## src/rtl/univ_shift_reg_if.sv

```systemverilog
// Control, data and status bundle for one univ_shift_reg bank.
interface univ_shift_reg_if #(
    parameter int unsigned WIDTH = 8
);
    logic             iPre;
    logic             iEnb;
    logic [2:0]       iMode;
    logic [WIDTH-1:0] iD;
    logic             iSdl;
    logic             iSdr;
    logic [WIDTH-1:0] oQ;
    logic [WIDTH-1:0] oQn;
    logic             oSo;
    logic             oTc;

    // Driver side: supplies controls, observes register state and flags.
    modport master (
        output iPre, iEnb, iMode, iD, iSdl, iSdr,
        input  oQ, oQn, oSo, oTc
    );

    // Register side.
    modport slave (
        input  iPre, iEnb, iMode, iD, iSdl, iSdr,
        output oQ, oQn, oSo, oTc
    );
endinterface

```

## src/rtl/univ_shift_reg.sv

```systemverilog
// Universal WIDTH-bit register: hold/load/shift/rotate/count with clear,
// preset, active-low enable, complement, serial-out and terminal-count flags.
module univ_shift_reg #(
    parameter int unsigned     WIDTH     = 8,
    parameter logic [WIDTH-1:0] RESET_VAL = '0
) (
    input  logic           iClk,
    input  logic           iClr,
    univ_shift_reg_if.slave bus
);
    localparam logic [2:0] MODE_HOLD = 3'd0;
    localparam logic [2:0] MODE_LOAD = 3'd1;
    localparam logic [2:0] MODE_SHL  = 3'd2;
    localparam logic [2:0] MODE_SHR  = 3'd3;
    localparam logic [2:0] MODE_ROL  = 3'd4;
    localparam logic [2:0] MODE_ROR  = 3'd5;
    localparam logic [2:0] MODE_UP   = 3'd6;
    localparam logic [2:0] MODE_DOWN = 3'd7;

    logic [WIDTH-1:0] q_q;
    logic [WIDTH-1:0] q_d;

    // Next-state select: preset over enable over mode; unknown modes clear to 0.
    always_comb begin
        q_d = q_q;
        if (bus.iPre) begin
            q_d = '1;
        end else if (!bus.iEnb) begin
            case (bus.iMode)
                MODE_HOLD: q_d = q_q;
                MODE_LOAD: q_d = bus.iD;
                MODE_SHL:  q_d = {q_q[WIDTH-2:0], bus.iSdl};
                MODE_SHR:  q_d = {bus.iSdr, q_q[WIDTH-1:1]};
                MODE_ROL:  q_d = {q_q[WIDTH-2:0], q_q[WIDTH-1]};
                MODE_ROR:  q_d = {q_q[0], q_q[WIDTH-1:1]};
                MODE_UP:   q_d = q_q + WIDTH'(1);
                MODE_DOWN: q_d = q_q - WIDTH'(1);
                default:   q_d = '0;
            endcase
        end
    end

    // State register; synchronous clear takes priority over everything.
    always_ff @(posedge iClk) begin
        if (iClr) begin
            q_q <= RESET_VAL;
        end else begin
            q_q <= q_d;
        end
    end

    assign bus.oQ  = q_q;
    assign bus.oQn = ~q_q;
    // Serial out follows the bit about to leave in left-moving modes.
    assign bus.oSo = ((bus.iMode == MODE_SHL) || (bus.iMode == MODE_ROL)) ? q_q[WIDTH-1] : q_q[0];
    // Terminal count flags the cycle before a wrap, for cascading into ~iEnb.
    assign bus.oTc = ~bus.iEnb & (((bus.iMode == MODE_UP) & (&q_q)) |
                                  ((bus.iMode == MODE_DOWN) & (~|q_q)));
endmodule

```

## src/flat_wrapper.sv

```systemverilog
// flat-port wrapper written by rule: the top's interface ports become plain ports
module univ_shift_reg_flat 
#(
    parameter int unsigned     WIDTH     = 8,
    parameter logic [WIDTH-1:0] RESET_VAL = '0
)
  (iClk, iClr, bus_iPre, bus_iEnb, bus_iMode, bus_iD, bus_iSdl, bus_iSdr, bus_oQ, bus_oQn, bus_oSo, bus_oTc);
  univ_shift_reg_if #(.WIDTH(WIDTH)) bus_i ();
  input  logic iClk;
  input  logic iClr;
  input wire logic [$bits(bus_i.iPre)-1:0] bus_iPre;
  input wire logic [$bits(bus_i.iEnb)-1:0] bus_iEnb;
  input wire logic [$bits(bus_i.iMode)-1:0] bus_iMode;
  input wire logic [$bits(bus_i.iD)-1:0] bus_iD;
  input wire logic [$bits(bus_i.iSdl)-1:0] bus_iSdl;
  input wire logic [$bits(bus_i.iSdr)-1:0] bus_iSdr;
  output wire logic [$bits(bus_i.oQ)-1:0] bus_oQ;
  output wire logic [$bits(bus_i.oQn)-1:0] bus_oQn;
  output wire logic [$bits(bus_i.oSo)-1:0] bus_oSo;
  output wire logic [$bits(bus_i.oTc)-1:0] bus_oTc;
  assign bus_i.iPre = bus_iPre;
  assign bus_i.iEnb = bus_iEnb;
  assign bus_i.iMode = bus_iMode;
  assign bus_i.iD = bus_iD;
  assign bus_i.iSdl = bus_iSdl;
  assign bus_i.iSdr = bus_iSdr;
  assign bus_oQ = bus_i.oQ;
  assign bus_oQn = bus_i.oQn;
  assign bus_oSo = bus_i.oSo;
  assign bus_oTc = bus_i.oTc;
  univ_shift_reg #(.WIDTH(WIDTH), .RESET_VAL(RESET_VAL)) u_core (.iClk(iClk), .iClr(iClr), .bus(bus_i));
endmodule
```

## config.mk

```make
export PLATFORM = sky130hd
export DESIGN_NAME = univ_shift_reg_flat
export DESIGN_NICKNAME = d
export VERILOG_FILES = /design/src/rtl/univ_shift_reg_if.sv /design/src/rtl/univ_shift_reg.sv /design/src/flat_wrapper.sv
export SDC_FILE = /design/constraint.sdc
export NUM_CORES = 1
export LEC_CHECK = 0
export BUFFER_PORTS_ARGS = -buffer_cell sky130_fd_sc_hd__buf_2
export CORE_MARGIN = 2
export CORE_UTILIZATION = 49
export CTS_CLUSTER_SIZE = 30
export DETAILED_ROUTE_END_ITERATION = 8
export GPL_TIMING_DRIVEN = 0
export PLACE_DENSITY_LB_ADDON = 0.1
export SLEW_MARGIN = 10
export SYNTH_ARGS = -nofsm -noshare
export SYNTH_HDL_FRONTEND = slang
export SYNTH_SLANG_ARGS = --single-unit
```

## constraint.sdc

```tcl
create_clock -name iClk -period 2.4 [get_ports iClk]
set_input_delay 0.12 -clock iClk [delete_from_list [all_inputs] [get_ports iClk]]
set_output_delay 0.12 -clock iClk [all_outputs]
set_load 0.005 [all_outputs]
```

==> summary.txt, run 1 <==
Routing
  – DRT iter0 DRCs: 67
  – Drt wl/cell: 14.90 um
  – Number of optimization iterations in the first detailed-route pass: 4
  – Detailed-route via count: about 1,200
  – Residual antenna-violating net count after detailed routing: 0
  – Total Routed Length: 2.951 mm
  – Via density per instance: 6.131
  – Final routed DRC violation total: 0

GRT
  – Grt met1 use: roughly 37%
  – Via count of the first global-routing pass: 1,127
  – Grt peak-use layer: met2
  – Met2 track demand over resource in global routing: 40.41%
  – Gr usage total: around a quarter
  – Met3 Use GR: approximately 2.1%
  – First-pass GRT wire length: 5.030 mm
  – Gr ovfl total: 0
  – Initial antenna violation count: 0
  – Largest net degree at the start of global routing: 11

Clock tree
  – CTS tree: built
  – H-Tree Depth: 1
  – Number of clock sinks: 8
  – Skew-Pair Late Insertion Delay: 0.25 ns
  – Clk Tree Root Cell: sky130_fd_sc_hd__clkbuf_4
  – Number of hold buffers added after CTS: 0
  – Clock slew at the register clock pins of the worst setup and hold paths: 0.05 ns
  – Post_cts resized: 0
  – Maximum clock path buffer count: 2
  – Post-CTS Setup Bufs: 0
  – CTS buffer count: 3

Synthesis
  – Synthesized instance count: 136
  – Average instance area after synthesis: ~7.3 sq um
  – XOR/XNOR share of the synthesized area: 1.774%
  – Most used DFF post-synth: sky130_fd_sc_hd__dfxtp_1
  – Proportion of synthesized area in mux cells: approximately 10%
  – Area fraction in compound gates after synthesis: 36.88%
  – Number of different library cells in the post-synthesis netlist: 47
  – Syn Nets: 154
  – Dominant combinational cell family by area after synthesis: compound AO/OA/AOI/OAI gates
  – Adder-cell share of the synthesized area: 1.267%
  – Count of yosys warnings during synthesis: 0
  – Total standard cell area after synthesis: 987.2 sq um
  – Simple-gate share of the synthesized area: 23.83%
  – Share of synthesized area occupied by flip-flops and latches: between 15 and 20%
  – Number of register bits inferred by synthesis: 8
  – Post-synth EDFFs: 0
  – Async set or reset register ratio after synthesis: 0%

STA
  – Setup TNS: 0 ns
  – Min Tclk post-route: between 1.5 and 2 ns
  – RSZ-0062 raised after global routing: false
  – Hold Violations, Final: 0
  – Ratio of final minimum period to clock period: 82.29%
  – Least-Margin Pin Slew: 0.4503 ns
  – Count of final max-slew check failures: 0
  – Clk_skew: 0.001773 ns
  – FMAX: 0.5064 GHz
  – Final setup violation count: 0
  – Worst-case headroom to the max-slew limit: 69.87%

Power and ir drop
  – Worst voltage drop across the vdd grid: between 0.3 and 0.4 mV
  – Pleak: 0.5663 nW
  – Total power after layout: around 0.48 mW
  – Areal power density over the cells: roughly 400 nW/um^2

Setup path
  – Crit path launch type: flop
  – Arrival time of the worst setup path: 1.85 ns
  – Nature of the critical path endpoint: primary output
  – Critical Path Fanout Max: 9
  – Required time of the critical path: 2.28 ns
  – Setup slack of the most critical reg-to-reg path: 0.55 ns
  – Setup CP Type: flop to primary output

Place
  – Port buffer count: 32
  – Cell total after placement: slightly below 200
  – Final weighted congestion in routability-driven placement: 0.9320
  – HPWL after detailed placement: 2.324 mm

Final layout
  – Largest register FFs: 8
  – Area Overhead vs Synth: 21.93%
  – Final standard cell count with taps included and fillers excluded: ~200
  – Most frequent standard cell in the layout excluding fill and tap cells: sky130_fd_sc_hd__buf_2
  – Share of post-route cells with drive strength above 1: between 20% and 30%
  – Highest-count cells in the layout ignoring fill and taps: sky130_fd_sc_hd__buf_2, sky130_fd_sc_hd__nor2_1, sky130_fd_sc_hd__mux2i_1
  – Post-layout nets: 191
  – Diode insertion count for antenna repair: 0
  – Fillers: 190

Die
  – Initial Util: ~51%
  – Full die area: 2390 sq um
  – CORE AREA: 1922 sq um
  – Standard-cell row count: 16
  – Boundary Pins: 35
  – Die X-Extent: 48.89 um
  – DIE HEIGHT: 48.89 um

Worst hold path
  – Type of the worst min-delay path: input port to flop

Run
  – Number of maximum-capacitance violations: 0

Status
  – Outcome: finished, final reports clean
cells in the mapped netlist, types with 3 or more instances:
library cell,number,area share (%)
sky130_fd_sc_hd__a21o_1,5,3.8
sky130_fd_sc_hd__a21oi_1,9,4.6
sky130_fd_sc_hd__a221oi_1,7,6.2
sky130_fd_sc_hd__buf_2,3,1.5
sky130_fd_sc_hd__dfxtp_1,8,16
sky130_fd_sc_hd__inv_1,8,3.0
sky130_fd_sc_hd__mux2i_1,10,10
sky130_fd_sc_hd__nand2_1,9,3.4
sky130_fd_sc_hd__nand2b_1,3,1.9
sky130_fd_sc_hd__nand3_1,6,3.0
sky130_fd_sc_hd__nor2_1,12,4.6
sky130_fd_sc_hd__o21ai_0,6,3.0
sky130_fd_sc_hd__o21ai_1,4,2.0
area by class of cell:
cell class                      instances  area (sq um)  area share, %
Sequential cell                         8         160.2          13.31
Timing Repair Buffer                   32         160.2          13.31
Buffer                                  9         60.06          4.990
Tap cell                               27         33.78          2.807
Multi-Input combinational cell        109         729.5          60.60
Clock buffer                            3         22.52          1.871
Inverter                               10         37.54          3.119
path summary, 6_finish.rpt:
kind              cells past startpoint             start                to
setup reg to reg                      8  u_core.bus.oQ[1]  u_core.bus.oQ[6]
hold / removal                        3          bus_iPre  u_core.bus.oQ[1]
hold reg to reg                       2  u_core.bus.oQ[7]  u_core.bus.oQ[7]
setup / recovery                      5  u_core.bus.oQ[1]           bus_oTc
routing by layer:
layer  share of wire, %  up-vias  wire length (um)
met3                7.7        6               228
met1                 45      563              1315
met2                 46       61              1360
li1                   -      584                 -
met5                  0        -                 0
met4                1.6        0                46
per-stage QoR:
stage | hold WS, ns | instance area, sq um | setup slack, ns | utilization [%]
finish | 0.2237 | 1204 | 0.4251 | 62.63
detailed placement | 0.4729 | 1181 | 0.5440 | 61.46
floorplan | 0.2676 | 987.2 | 0.6895 | -
global route | 0.2756 | 1204 | 0.2877 | 62.63
CTS | 0.2097 | 1204 | 0.4215 | 62.63
global placement | 0.4638 | 1181 | 0.5799 | 61.46
logic make-up (layout without fill, tap and decap cells):
family,count (synthesis),after routing
flip-flops,8,8
multiplexers,10,10
buffers and inverters,19,54
adder cells (fa/ha/maj),1,1
AND/OR/NAND/NOR,46,46
XOR/XNOR,2,2
AO/OA/AOI/OAI,50,50
report_power, final:
part	leakage, nW	total, mW	internal, mW	switching (mW)
registers	0.0671	0.171	0.147	0.0245
logic	0.485	0.214	0.0946	0.120
clock network	0.0138	0.0968	0.0568	0.0400
total	0.566	0.482	0.298	0.184
worst max-delay path: stages, from the launching register on:
cell,delay [ns]
sky130_fd_sc_hd__dfxtp_1,0.30
sky130_fd_sc_hd__buf_2,0.18
sky130_fd_sc_hd__or3b_1,0.42
sky130_fd_sc_hd__or4_1,0.42
sky130_fd_sc_hd__a21oi_1,0.16
sky130_fd_sc_hd__buf_2,0.13
(Power assumes the default switching activity.)
==> run 2: changes to the inputs <==
Settings changed: ABC_AREA set to 1.
Clock period 2.4 ns to 1.9 ns, I/O delays scaled along.
==> run 2 against run 1 <==
Net effect: combinational power increased by 23%; setup slack got worse by 0.22 ns; sequential power increased by 23%; clock skew decreased by 0.0016 ns; global-route usage increased by 2.3 points; count of clock-buffer cells in the layout unchanged; total power increased by 22%; sequential share of layout area increased by 0.42 points; critical path type is now flop to flop; largest power group unchanged.
==> summary.txt, run 2 <==
Setup path
  – RR Startpoint: u_core.bus.oQ[1] (unchanged)
  – Crit path top cell by count: sky130_fd_sc_hd__inv_1 (was sky130_fd_sc_hd__buf_2)
  – Setup slack of the most critical reg-to-reg path: 0.20 ns (was 0.55 ns)
  – Setup CP Type: flop to flop (was flop to primary output)
  – Nature of the critical path endpoint: flop (was primary output)
  – Crit path launch type: flop (unchanged)
  – First element of the critical path: u_core.bus.oQ[1] (unchanged)
  – Critical Path Fanout Max: 7 (was 9)
  – Arrival time of the worst setup path: 1.83 ns (was 1.85 ns)
  – Ordered list of cells on the worst path: inv_1 -> nand2_1 -> nand2_1 -> inv_1 -> ha_1 -> a21oi_2 -> nor2_2 -> nand3b_1 -> o221ai_1 -> o21ai_0 -> inv_1 (was buf_2 -> or3b_1 -> or4_1 -> a21oi_1 -> buf_2)
  – Required time of the critical path: 2.03 ns (was 2.28 ns)
  – Slowest stage delay, CP: 0.40 ns (was 0.42 ns)
  – CP max-delay cell: sky130_fd_sc_hd__dfxtp_2 (was sky130_fd_sc_hd__or3b_1)

Die
  – CORE AREA: 1783 sq um (was 1922 sq um)
  – Standard-cell row count: 15 (was 16)
  – Boundary Pins: 35 (unchanged)
  – Initial Util: 53.26% (was 51.37%)
  – Die X-Extent: 48.03 um (was 48.89 um)
  – DIE HEIGHT: 48.03 um (was 48.89 um)
  – Full die area: 2306 sq um (was 2390 sq um)

GRT
  – Gr ovfl total: 0 (unchanged)
  – First-pass GRT wire length: 4.581 mm (was 5.030 mm)
  – Initial antenna violation count: 0 (unchanged)
  – Gr usage total: 28.22% (was 25.94%)
  – Via count of the first global-routing pass: 1,015 (was 1,127)
  – Largest net degree at the start of global routing: 11 (unchanged)

Final layout
  – Post-layout nets: 226 (was 191)
  – Share of post-route cells with drive strength above 1: 23.30% (was 27.49%)
  – Area Overhead vs Synth: 23.85% (was 21.93%)
  – Fillers: 186 (was 190)
  – Area of all placed cells without fillers: 1176 sq um (was 1204 sq um)
  – Multi-input combinational cell area: 661.9 sq um (was 729.5 sq um)
  – Final design utilization: 65.96% (was 62.63%)
  – Diode insertion count for antenna repair: 0 (unchanged)
  – Register area: 161.4 sq um (was 160.2 sq um)
  – Most frequent standard cell in the layout excluding fill and tap cells: sky130_fd_sc_hd__nand2_1 (was sky130_fd_sc_hd__buf_2)
  – Final standard cell count with taps included and fillers excluded: 231 (was 198)
  – Highest-count cells in the layout ignoring fill and taps: sky130_fd_sc_hd__nand2_1, sky130_fd_sc_hd__buf_2, sky130_fd_sc_hd__inv_1 (was sky130_fd_sc_hd__buf_2, sky130_fd_sc_hd__nor2_1, sky130_fd_sc_hd__mux2i_1)
  – Largest register FFs: 8 (unchanged)

STA
  – Count of final max-slew check failures: 0 (unchanged)
  – Ratio of final minimum period to clock period: 89.24%
  – Worst-case headroom to the max-slew limit: 58.27% (was 69.87%)
  – Hold Violations, Final: 0 (unchanged)
  – RSZ-0062 raised after global routing: false (unchanged)
  – FMAX: 0.5897 GHz
  – Least-Margin Pin Slew: 0.6218 ns (was 0.4503 ns)
  – Final setup violation count: 0 (unchanged)
  – Min Tclk post-route: 1.696 ns
  – Clk_skew: 0.0002171 ns (was 0.001773 ns)
  – Setup TNS: 0 ns (unchanged)

Power and ir drop
  – Total power after layout: 0.5910 mW (was 0.4824 mW)
  – Areal power density over the cells: 502.5 nW/um^2 (was 400.8 nW/um^2)
  – Worst voltage drop across the vdd grid: 0.4195 mV (was 0.3396 mV)
  – Pleak: 0.6565 nW (was 0.5663 nW)

Routing
  – Met1 wire length: 1.310 mm (was 1.315 mm)
  – Total Routed Length: 2.935 mm (was 2.951 mm)
  – Top layer used by detailed routing: met3 (was met4)
  – Drt wl/cell: 12.71 um (was 14.90 um)
  – Detailed-route via count: 1,226 (was 1,214)
  – Final routed DRC violation total: 0 (unchanged)
  – Routed length on met3: 150 um (was 228 um)
  – Routed length on met2: 1.474 mm (was 1.360 mm)
  – DRT iter0 DRCs: 59 (was 67)
  – Residual antenna-violating net count after detailed routing: 0 (unchanged)
  – Number of optimization iterations in the first detailed-route pass: 4 (unchanged)
  – Via density per instance: 5.307 (was 6.131)

Clock tree
  – Clk Tree Root Cell: sky130_fd_sc_hd__clkbuf_4 (unchanged)
  – CTS buffer count: 3 (unchanged)
  – H-Tree Depth: 1 (unchanged)
  – Post_cts resized: 0 (unchanged)
  – Number of hold buffers added after CTS: 0 (unchanged)
  – Clock slew at the register clock pins of the worst setup and hold paths: 0.05 ns (about the same)
  – Skew-Pair Late Insertion Delay: 0.24 ns (was 0.25 ns)
  – CTS tree: built (unchanged)
  – Maximum clock path buffer count: 2 (unchanged)
  – Number of clock sinks: 8 (unchanged)
  – Post-CTS Setup Bufs: 0 (unchanged)

Place
  – HPWL after detailed placement: 2.376 mm (was 2.324 mm)
  – Final weighted congestion in routability-driven placement: 0.8661 (was 0.9320)
  – Cell total after placement: 228 (was 195)
  – Port buffer count: 33 (was 32)
  – Post-detailed-placement cell area: 1146 sq um (was 1181 sq um)

Synthesis
  – Most numerous cell in the Yosys netlist: sky130_fd_sc_hd__nand2_1 (was sky130_fd_sc_hd__nor2_1)
  – Number of register bits inferred by synthesis: 8 (unchanged)
  – Most used DFF post-synth: sky130_fd_sc_hd__dfxtp_1 (unchanged)
  – Biggest area contributors in the synthesized netlist: sky130_fd_sc_hd__nand2_1, sky130_fd_sc_hd__dfxtp_1, sky130_fd_sc_hd__inv_1 (was sky130_fd_sc_hd__dfxtp_1, sky130_fd_sc_hd__mux2i_1, sky130_fd_sc_hd__a221oi_1)
  – Total standard cell area after synthesis: 949.7 sq um (was 987.2 sq um)
  – Number of different library cells in the post-synthesis netlist: 26 (was 47)
  – Syn Nets: 188 (was 154)
  – Post-synth EDFFs: 0 (unchanged)
  – Count of yosys warnings during synthesis: 0 (unchanged)
  – Library cell occupying the most area in the post-synthesis netlist: sky130_fd_sc_hd__nand2_1 (was sky130_fd_sc_hd__dfxtp_1)
  – Average instance area after synthesis: 5.586 sq um (was 7.259 sq um)
  – Share of synthesized area occupied by flip-flops and latches: 16.86% (was 16.22%)
  – Synthesized instance count: 170 (was 136)
  – Top post-synthesis cells by count: sky130_fd_sc_hd__nand2_1, sky130_fd_sc_hd__inv_1, sky130_fd_sc_hd__a21oi_1 (was sky130_fd_sc_hd__nor2_1, sky130_fd_sc_hd__mux2i_1, sky130_fd_sc_hd__a21oi_1, sky130_fd_sc_hd__nand2_1)
  – Async set or reset register ratio after synthesis: 0% (unchanged)
  – Top-area cell type share of the netlist area: 19.37% (was 16.22%)

Worst hold path
  – Startpoint of the tightest hold check path: bus_iD[0] (was bus_iPre)
  – Type of the worst min-delay path: input port to flop (unchanged)

Status
  – Outcome: finished, final reports clean (unchanged)

Run
  – Number of maximum-capacitance violations: 0 (unchanged)
run 2: cell types whose count changed in the layout (fill, tap and decap cells not counted), sizes merged, moves of 6 or more:
cell / previous run / this run
a21oi: 9 / 20
a221oi: 8 / 2
buf: 40 / 33
inv: 10 / 32
mux2i: 10 / 0
nand2: 9 / 53
nand3: 6 / 18
run 2: critical path: cells and delay by family, from the launching register on:
kind            cells  cell delay [ns]
fa+ha+maj           1             0.15
flops               1             0.40
simple gates        4             0.44
compound gates      3             0.35
buf+inv             3             0.24
run 2: cell families (layout without fill, tap and decap cells):
family                   after synthesis  after routing  share of synthesized area, %
adder cells (fa/ha/maj)                1              1                         1.317
flip-flops                             8              8                         16.86
AO/OA/AOI/OAI                         35             35                         21.08
buffers and inverters                 33             69                         14.10
AND/OR/NAND/NOR                       92             92                         45.72
XOR/XNOR                               1              1                        0.9224
run 2: cell type report:
class / count / area share (%)
multi-input combinational: 129 / 56.28
timing repair buffer: 33 / 14.04
sequential: 8 / 13.72
inverter: 32 / 10.21
clock buffer: 3 / 1.915
buffer: 1 / 1.170
tap: 25 / 2.660
run 2: metrics by stage:
step	setup slack (ns)	hold slack [ns]
after floorplan	0.3944	0.2176
after global placement	0.1668	0.3910
after detailed placement	0.09965	0.3896
after CTS	0.06606	0.1352
after global routing	0.01333	0.1610
final	0.2044	0.1375
run 2: power by group:
group | internal, mW | total (mW) | switching [mW] | leakage [nW]
Combinational | 0.0995 | 0.263 | 0.164 | 0.575
Sequential | 0.185 | 0.210 | 0.0245 | 0.0674
Clock | 0.0715 | 0.118 | 0.0463 | 0.0138
run 2: path summary, 6_finish.rpt:
check	to	cells past startpoint
worst max-delay path	u_core.bus.oQ[2]	11
worst min register to register	u_core.bus.oQ[4]	4
worst min-delay path	u_core.bus.oQ[0]	3
worst max register to register	u_core.bus.oQ[2]	11
run 2: layer usage:
layer,track usage [%],up-vias
met3,2.642,0
met1,39.69,558
met2,45.33,35
met4,8.649,0
li1,-,633
met5,0,-
==> run 3: changes to the inputs <==
Settings changed: CORE_UTILIZATION 49 to 52.
Clock period 1.9 ns to 2.11 ns, I/O delays scaled along.
==> run 3 against run 2 <==
Net effect: worst hold slack better by 0.027 ns; die area decreased by 5.3%; critical path type unchanged; clock skew grew 0.0032 ns; sequential share of layout area barely moved; via count rose by 4.2%; setup slack better by 0.089 ns; maximum frequency fell by 6.7%; critical path depth grew 3; clock power is 3% lower; flip-flop and latch count stayed put; critical endpoint is now u_core.bus.oQ[6]; total power shrank 9.6%.
==> summary.txt, run 3 (synthesis results as in run 2) <==
Setup path
  – CP top delay family: simple AND/OR/NAND/NOR gates (unchanged)
  – Buffering stage count on the worst path with inverters included: 3 (unchanged)
  – Nature of the critical path endpoint: flop (unchanged)
  – Worst reg2reg path endpoint: u_core.bus.oQ[6] (was u_core.bus.oQ[2])
  – Crit path top cell by count: sky130_fd_sc_hd__nand2_1 (was sky130_fd_sc_hd__inv_1)
  – Arrival time of the worst setup path: 1.96 ns (was 1.83 ns)
  – Slowest stage delay, CP: 0.45 ns (was 0.40 ns)
  – Ordered list of cells on the worst path: inv_1 -> nand2_1 -> nand2_1 -> inv_1 -> ha_1 -> a21oi_1 -> nor2_1 -> nand3_1 -> nand2_1 -> nand2_1 -> nand3_1 -> nand3_1 -> nand2_1 -> inv_1 (was inv_1 -> nand2_1 -> nand2_1 -> inv_1 -> ha_1 -> a21oi_2 -> nor2_2 -> nand3b_1 -> o221ai_1 -> o21ai_0 -> inv_1)
  – Levels on crit path: 14 (was 11)
  – Crit path launch type: flop (unchanged)
  – Required time of the critical path: 2.26 ns (was 2.03 ns)
  – RR Startpoint: u_core.bus.oQ[1] (unchanged)
  – Critical Path Fanout Max: 7 (unchanged)
  – Setup slack of the most critical reg-to-reg path: 0.29 ns (was 0.20 ns)
  – CP max-delay cell: sky130_fd_sc_hd__dfxtp_1 (was sky130_fd_sc_hd__dfxtp_2)
  – Length in cells of the worst reg-to-reg path: 14 (was 11)
  – Setup CP Type: flop to flop (unchanged)

Worst hold path
  – Startpoint of the tightest hold check path: bus_iD[1] (was bus_iD[0])
  – Min-Delay Path Depth: 3 (unchanged)
  – Type of the worst min-delay path: input port to flop (unchanged)
  – Worst Hold Endpoint: u_core.bus.oQ[1] (was u_core.bus.oQ[0])

Final layout
  – Fillers: 176 (was 186)
  – Final design utilization: 67.68% (was 65.96%)
  – Area of all placed cells without fillers: 1169 sq um (was 1176 sq um)
  – Most frequent standard cell in the layout excluding fill and tap cells: sky130_fd_sc_hd__nand2_1 (unchanged)
  – Diode insertion count for antenna repair: 0 (unchanged)
  – Share of post-route cells with drive strength above 1: 21.84% (was 23.30%)
  – Final standard cell count with taps included and fillers excluded: 231 (unchanged)
  – Post-layout nets: 226 (unchanged)
  – Register area: 160.2 sq um (was 161.4 sq um)
  – Largest register FFs: 8 (unchanged)
  – Area Overhead vs Synth: 23.06% (was 23.85%)
  – Highest-count cells in the layout ignoring fill and taps: sky130_fd_sc_hd__nand2_1, sky130_fd_sc_hd__buf_2, sky130_fd_sc_hd__inv_1 (unchanged)
  – Multi-input combinational cell area: 655.6 sq um (was 661.9 sq um)

STA
  – Worst-case headroom to the max-slew limit: 54.68% (was 58.27%)
  – Ratio of final minimum period to clock period: 86.11% (was 89.24%)
  – Least-Margin Pin Slew: 0.6753 ns (was 0.6218 ns)
  – Setup TNS: 0 ns (unchanged)
  – FMAX: 0.5504 GHz (was 0.5897 GHz)
  – Clk_skew: 0.003384 ns (was 0.0002171 ns)
  – Final setup violation count: 0 (unchanged)
  – Count of final max-slew check failures: 0 (unchanged)
  – Slack of the critical path: 0.2931 ns (was 0.2044 ns)
  – Hold Violations, Final: 0 (unchanged)
  – RSZ-0062 raised after global routing: false (unchanged)
  – Min Tclk post-route: 1.817 ns (was 1.696 ns)

Clock tree
  – Maximum clock path buffer count: 2 (unchanged)
  – Number of clock sinks: 8 (unchanged)
  – Skew-Pair Late Insertion Delay: 0.25 ns (was 0.24 ns)
  – CTS buffer count: 3 (unchanged)
  – Post_cts resized: 0 (unchanged)
  – H-Tree Depth: 1 (unchanged)
  – CTS tree: built (unchanged)
  – Number of hold buffers added after CTS: 0 (unchanged)
  – Clk Tree Root Cell: sky130_fd_sc_hd__clkbuf_4 (unchanged)
  – Clock slew at the register clock pins of the worst setup and hold paths: 0.05 ns (about the same)
  – Post-CTS Setup Bufs: 0 (unchanged)

Routing
  – Final routed DRC violation total: 0 (unchanged)
  – Number of optimization iterations in the first detailed-route pass: 4 (unchanged)
  – Via density per instance: 5.528 (was 5.307)
  – Drt wl/cell: 12.15 um (was 12.71 um)
  – Residual antenna-violating net count after detailed routing: 0 (unchanged)
  – DRT iter0 DRCs: 51 (was 59)
  – Detailed-route via count: 1,277 (was 1,226)
  – Total Routed Length: 2.806 mm (was 2.935 mm)

Place
  – HPWL after detailed placement: 2.283 mm (was 2.376 mm)
  – Post-detailed-placement cell area: 1146 sq um (unchanged)
  – Port buffer count: 33 (unchanged)
  – Cell total after placement: 228 (unchanged)
  – Placement Setup Slack: 0.3507 ns (was 0.09965 ns)
  – Final weighted congestion in routability-driven placement: 0.8648 (was 0.8661)

Power and ir drop
  – Internal: 0.3200 mW (was 0.3563 mW)
  – Areal power density over the cells: 457.3 nW/um^2 (was 502.5 nW/um^2)
  – Power share of the clock group: 21.2% (was 19.9%)
  – Net switching power of the design: 0.2144 mW (was 0.2346 mW)
  – Fraction of power spent switching nets: 40.13% (was 39.71%)
  – Seq pwr share: 34.9% (was 35.5%)
  – Pleak: 0.6559 nW (was 0.6565 nW)
  – Worst voltage drop across the vdd grid: 0.3095 mV (was 0.4195 mV)
  – Combinational fraction of design power: 43.8% (was 44.6%)

GRT
  – Via count of the first global-routing pass: 1,061 (was 1,015)
  – Gr ovfl total: 0 (unchanged)
  – First-pass GRT wire length: 4.436 mm (was 4.581 mm)
  – Gr usage total: 27.66% (was 28.22%)
  – Largest net degree at the start of global routing: 11 (unchanged)
  – Initial antenna violation count: 0 (unchanged)

Die
  – Initial Util: 55.00% (was 53.26%)
  – Die X-Extent: 46.74 um (was 48.03 um)
  – Boundary Pins: 35 (unchanged)
  – Full die area: 2184 sq um (was 2306 sq um)
  – Standard-cell row count: 15 (unchanged)
  – CORE AREA: 1727 sq um (was 1783 sq um)
  – DIE HEIGHT: 46.74 um (was 48.03 um)

Run
  – Number of maximum-capacitance violations: 0 (unchanged)

Status
  – Outcome: finished, final reports clean (unchanged)
==> run 3: cell types whose count changed in the layout (fill, tap and decap cells not counted) <==
cell                      previous run  this run
sky130_fd_sc_hd__a21oi_1            19        20
sky130_fd_sc_hd__dfxtp_1             7         8
sky130_fd_sc_hd__nor2_1              8         9
sky130_fd_sc_hd__dfxtp_2             1         0
sky130_fd_sc_hd__a21oi_2             1         0
sky130_fd_sc_hd__nor2_2              1         0
==> run 3: per-stage QoR <==
stage / power [mW] / hold WS (ns)
2_1_floorplan: 0.3336 / 0.2386
3_3_place_gp: 0.4118 / 0.4027
3_5_place_dp: 0.4195 / 0.4283
4_1_cts: 0.5355 / 0.1690
5_1_grt: 0.5762 / 0.2006
6_report: 0.5344 / 0.1647
==> run 3: worst min-delay path, cell delays in order <==
cell and delay, ns:
sky130_fd_sc_hd__buf_2 0.08, sky130_fd_sc_hd__a21oi_1 0.05, sky130_fd_sc_hd__a21oi_1 0.14
==> run 3: power groups by stage <==
stage | Clock, mW | Sequential, mW | Combinational (mW)
5_1_grt | 0.126 | 0.189 | 0.262
3_3_place_gp | 0 | 0.189 | 0.223
3_5_place_dp | 0 | 0.189 | 0.230
2_1_floorplan | 0 | 0.186 | 0.148
4_1_cts | 0.118 | 0.186 | 0.231
6_report | 0.114 | 0.187 | 0.234
==> run 3: routing by layer <==
layer / global-route usage, % / vias up / share of wire (%)
li1: - / 641 / -
met1: 37.53 / 571 / 41
met2: 47.50 / 61 / 49
met3: 2.308 / 4 / 9.1
met4: 7.222 / 0 / 0.86
met5: 0 / - / 0
==> run 3: worst max path at each step <==
stage	from	endpoint	slack, ns
2_1_floorplan	u_core.bus.oQ[1]	u_core.bus.oQ[6]	0.60
3_3_place_gp	u_core.bus.oQ[1]	u_core.bus.oQ[6]	0.41
3_5_place_dp	u_core.bus.oQ[1]	u_core.bus.oQ[6]	0.35
4_1_cts	u_core.bus.oQ[1]	u_core.bus.oQ[4]	0.34
5_1_grt	u_core.bus.oQ[1]	u_core.bus.oQ[6]	0.13
6_report	u_core.bus.oQ[1]	u_core.bus.oQ[6]	0.29
==> run 3: cell type report <==
type	count	share of cell area (%)
multi-input cells	129	56.10
well taps	25	2.677
inverters	32	10.28
repair buffers	33	14.13
clock buffers	3	1.927
plain buffers	1	1.178
flip-flops and latches	8	13.70
